File: src/rtl/grant_decoder.sv
// Grant decoder: turns an encoded grant index into a registered one-hot grant, held until the owner's done strobe.
// Latency 1 from index acceptance to gnt; idx_ready is low while a grant or its release cycle is in progress.
// Optional forced release after TIMEOUT grant cycles is compiled in with GRANT_DECODER_TIMEOUT_EN.
module grant_decoder #(
    parameter int N_CLIENTS = 8,
    parameter int IDX_W     = 3,
    parameter int TIMEOUT   = 16
) (
    input  logic                 clk,
    input  logic                 rst_n,
    input  logic                 idx_valid,
    input  logic [IDX_W-1:0]     idx,
    output logic                 idx_ready,
    input  logic [N_CLIENTS-1:0] done,
    output logic [N_CLIENTS-1:0] gnt,
    output logic                 busy,
    output logic                 bad_idx,
    output logic                 timeout,
    output logic [15:0]          grant_count
);

    if (IDX_W != $clog2(N_CLIENTS) || N_CLIENTS < 2 || N_CLIENTS > 256 ||
        TIMEOUT < 1 || TIMEOUT > 65535) begin : g_param_check
        $error("grant_decoder: illegal parameter combination");
    end

    typedef enum logic [1:0] {
        IDLE    = 2'd0,
        GRANT   = 2'd1,
        RELEASE = 2'd2
    } state_t;

    state_t               state_q, state_d;
    logic [N_CLIENTS-1:0] gnt_q, gnt_d;
    logic                 idx_ready_q, idx_ready_d;
    logic                 busy_q, busy_d;
    logic                 bad_idx_q, bad_idx_d;
    logic [15:0]          grant_count_q, grant_count_d;

    logic                 idx_in_range;
    logic [N_CLIENTS-1:0] onehot_idx;
    logic                 owner_done;
    logic                 expire;

    assign idx_in_range = (32'(idx) < N_CLIENTS);
    assign onehot_idx   = {{(N_CLIENTS-1){1'b0}}, 1'b1} << idx;
    // gnt_q is one-hot on the owner, so masking done with it picks done[owner] only.
    assign owner_done   = |(done & gnt_q);

`ifdef GRANT_DECODER_TIMEOUT_EN
    logic [15:0] hold_q, hold_d;
    logic        timeout_q, timeout_d;

    assign expire = (hold_q == 16'(TIMEOUT - 1));

    always_comb begin
        hold_d    = '0;
        timeout_d = 1'b0;
        if (state_q == GRANT) begin
            hold_d    = hold_q + 16'd1;
            timeout_d = expire && !owner_done;
        end
    end

    always_ff @(posedge clk) begin
        if (!rst_n) begin
            hold_q    <= '0;
            timeout_q <= 1'b0;
        end else begin
            hold_q    <= hold_d;
            timeout_q <= timeout_d;
        end
    end

    assign timeout = timeout_q;
`else
    assign expire  = 1'b0;
    assign timeout = 1'b0;
`endif

    always_comb begin
        state_d       = state_q;
        gnt_d         = gnt_q;
        idx_ready_d   = 1'b0;
        busy_d        = 1'b0;
        bad_idx_d     = 1'b0;
        grant_count_d = grant_count_q;
        case (state_q)
            IDLE: begin
                idx_ready_d = 1'b1;
                if (idx_valid) begin
                    if (idx_in_range) begin
                        state_d     = GRANT;
                        gnt_d       = onehot_idx;
                        idx_ready_d = 1'b0;
                        busy_d      = 1'b1;
                    end else begin
                        bad_idx_d = 1'b1;
                    end
                end
            end
            GRANT: begin
                busy_d = 1'b1;
                if (owner_done || expire) begin
                    state_d       = RELEASE;
                    gnt_d         = '0;
                    busy_d        = 1'b0;
                    grant_count_d = grant_count_q + 16'd1;
                end
            end
            RELEASE: begin
                state_d     = IDLE;
                idx_ready_d = 1'b1;
            end
            default: begin
                state_d     = IDLE;
                gnt_d       = '0;
                idx_ready_d = 1'b1;
            end
        endcase
    end

    always_ff @(posedge clk) begin
        if (!rst_n) begin
            state_q       <= IDLE;
            gnt_q         <= '0;
            idx_ready_q   <= 1'b1;
            busy_q        <= 1'b0;
            bad_idx_q     <= 1'b0;
            grant_count_q <= '0;
        end else begin
            state_q       <= state_d;
            gnt_q         <= gnt_d;
            idx_ready_q   <= idx_ready_d;
            busy_q        <= busy_d;
            bad_idx_q     <= bad_idx_d;
            grant_count_q <= grant_count_d;
        end
    end

    assign gnt         = gnt_q;
    assign idx_ready   = idx_ready_q;
    assign busy        = busy_q;
    assign bad_idx     = bad_idx_q;
    assign grant_count = grant_count_q;

endmodule

File: config.mk
export PLATFORM = sky130hd
export DESIGN_NAME = grant_decoder
export DESIGN_NICKNAME = d
export VERILOG_FILES = /design/src/rtl/grant_decoder.sv
export SDC_FILE = /design/constraint.sdc
export NUM_CORES = 1
export LEC_CHECK = 0
export ABC_AREA = 1
export BUFFER_PORTS_ARGS = -buffer_cell sky130_fd_sc_hd__clkbuf_2
export CAP_MARGIN = 25
export CORE_MARGIN = 2
export CORE_UTILIZATION = 45
export DETAILED_ROUTE_END_ITERATION = 6
export PLACE_DENSITY = 0.7
export SYNTH_ARGS = -nofsm -noshare
export SYNTH_HDL_FRONTEND = slang
export SYNTH_SLANG_ARGS = --single-unit
export TNS_END_PERCENT = 1
File: constraint.sdc
create_clock -name clk -period 2.1 [get_ports clk]
set_clock_uncertainty 0.2 [all_clocks]
set_input_delay 0.21 -clock clk [delete_from_list [all_inputs] [get_ports clk]]
set_output_delay 0.21 -clock clk [all_outputs]
set_load 0.02 [all_outputs]
==> results.json <==
{
  "status": "finished, final reports clean",
  "synth_edf_count": 0,
  "syn_inst": 242,
  "endpoint_kind": "flop",
  "antenna_left": 0,
  "multi_input_area_um2": 877,
  "grt_max_degree": 19,
  "cts_root_buf": "clkbuf_4",
  "yosysWarningCount": 0,
  "rsz0062_at_grt": "false",
  "holdCritPathClass": "input pin to flop",
  "switching_power_w": 0.000410,
  "hold_buffers": 1,
  "cts_buffer_depth": 2,
  "drt_wl_total_um": 3440,
  "critPathMaxStageDelay_ns": 0.39,
  "core-area_um2": 3340,
  "crit_buf_inv": 0,
  "power.density_nw_per_um2": 637,
  "finalNonFillerCells": 325,
  "nNetsFinal": 296,
  "setup_viol": 0,
  "cts_tree": "yes",
  "critPathArrivalTime_ns": 1.79,
  "initial_core_util_pct": 46.8,
  "worst_slew_pin_slew_ns": 0.539,
  "area_growth_pct": 15.6,
  "combPwrFrac_pct": 27.7,
  "clkTransAtPathRegs_ns": 0.15,
  "start_kind": "flop",
  "die_y_um": 62.9,
  "synth_top_area_share_pct": 35.9,
  "cp_top_family": "simple AND/OR/NAND/NOR gates",
  "grt_pass1_vias": 1448,
  "clkPwrFrac_pct": 19.9,
  "cap_violations": 0,
  "switching_share_pct": 35.7,
  "cts-buffers-inserted": 3,
  "synth_common_cells": "nand2_1, nor2_1, dfxtp_1",
  "worstSkewPairLatency_ns": 0.33,
  "portBuffers": 39,
  "p_leak_nw": 0.830,
  "antenna_found_initial": 0,
  "cts_max_level": 1,
  "cts-resized-gates": 0,
  "final_layout_size_suffix_gt1_share_pct": 20.8,
  "post_synth_instance_area_um2": 1560,
  "slew_headroom_pct": 64.0,
  "avgViaCountPerCell": 4.75,
  "yosysTopAreaCell": "dfxtp_1",
  "overflow": 0,
  "place_hpwl_um": 2520,
  "worstPathMaxFanout": 11,
  "rows": 21,
  "synthFlopType": "dfxtp_1",
  "io_pins": 42,
  "peakVddDrop_mv": 0.201,
  "grt_pass1_wl_um": 6380,
  "async_reset_ff_share_pct": 0,
  "avgSynthCellArea_um2": 6.45,
  "fin_crit_ns": 1.71,
  "post-synth-top-count-cell": "nand2_1",
  "drt-pass1-iter-count": 4,
  "internal_power_w": 0.000738,
  "ys_seq_elements": 28,
  "ys_types": 25,
  "path_cells": "nand2_1 > nand2_1 > nor2_1 > nand3_1 > nand2_1 > nor2_2 > nor2_1 > nor2_1",
  "drc": 0,
  "cp_slowest_cell": "dfxtp_1",
  "hold_violations": 0,
  "synth-seq-area-share_pct": 35.9,
  "chipWidth_um": 62.9,
  "crit_type": "flop to flop",
  "gp_congestion": 0.851,
  "die-area_um2": 3950,
  "grt_usage_pct": 19.6,
  "fmax_mhz": 584,
  "post_cts_buffers": 0,
  "wl_per_cell_um": 10.6,
  "p_seq_share_pct": 52.4,
  "vias": 1543,
  "required_ns": 2.18,
  "antenna_cells": 0,
  "cts_sinks": 28,
  "report.final.slew_viol_count": 0,
  "finalSetupTns_ns": 0,
  "num-fill-cells": 344,
  "seqCellArea_um2": 561,
  "drtIter0Drc": 89,
  "dpl.cell_count": 321,
  "synth_area_leaders": "dfxtp_1, nand2_1, nor2_1, a21oi_1, nand4_1",
  "finalCritPeriodShare_pct": 81.6
}
[per-stage QoR]
stage               setup WS, ns  hold WS [ns]  utilization (%)  area (um2)  total power, W
CTS                        0.378        0.0238             54.0        1800         0.00116
global route               0.128        0.0398             54.0        1800         0.00124
detailed placement         0.403         0.284             53.1        1770        0.000933
floorplan                  0.451         0.146                -        1560        0.000853
finish                     0.386        0.0355             54.0        1800         0.00115
global placement           0.477         0.275             53.1        1770        0.000928
[state kept, by name, summed over array words and instances (netlist names)]
| register | flops |
|---|---|
| grant_count | 16 |
| state_q | 2 |
| idx_ready | 1 |
| busy | 1 |
| gnt | 8 |
[layout by cell type, fill, tap and decap left out, types with 2 or more instances in the layout]
master and count:
clkbuf_2 39, xor2_1 5, clkbuf_4 3, nor2_4 2
conb_1 2, nand4_1 12, o21ai_0 3, nand2_1 87
inv_2 3, xnor2_1 3, inv_1 16, a21oi_1 15
nand2_4 2, dfxtp_1 28, nand3_1 9, nor2_2 5
nor2_1 38
[per-layer routing]
metal  up-vias  wire, um  part of all wire [%]  GRT usage [%]
li1        837         -                     -              -
met1       662      1670                    49           25.2
met2        39      1620                    47           34.3
met3         5       112                   3.3           2.34
met4         0        37                   1.1           5.56
met5         -         0                     0              0
[final timing paths]
path,from,end,slack (ns),cells after the start
worst min register to register,gnt[4],gnt[4],0.31,2
worst min-delay path,rst_n,idx_ready,0.04,2
worst max-delay path,gnt[0],gnt[3],0.39,8
worst max register to register,gnt[0],gnt[3],0.39,8
[layout make-up]
| type | count | area share, % |
|---|---|---|
| sequential | 28 | 31.1 |
| inverter | 20 | 4.44 |
| timing repair buffer | 40 | 11.4 |
| multi-input combinational | 188 | 48.6 |
| tap | 46 | 3.19 |
| clock buffer | 3 | 1.25 |
[cell families (layout without fill, tap and decap cells)]
group,count (synthesis),in the layout,share of synthesized area [%]
buffers and inverters,27,63,8.10
other,1,2,0.240
and+or+nand+nor,158,158,44.1
AOI/OAI and AO/OA,19,19,6.33
DFF,28,28,35.9
xor gates and xnor gates,8,8,4.49
adders and majority gates,1,1,0.802
[power by group through the flow]
| stage | clock network [W] | registers (W) | logic, W |
|---|---|---|---|
| 4_1_cts | 0.000237 | 0.000603 | 0.000321 |
| 2_1_floorplan | 0 | 0.000657 | 0.000196 |
| 6_report | 0.000229 | 0.000602 | 0.000318 |
| 3_3_place_gp | 0 | 0.000614 | 0.000314 |
| 3_5_place_dp | 0 | 0.000615 | 0.000319 |
| 5_1_grt | 0.000265 | 0.000609 | 0.000362 |
Power figures use the tool's default switching activity.
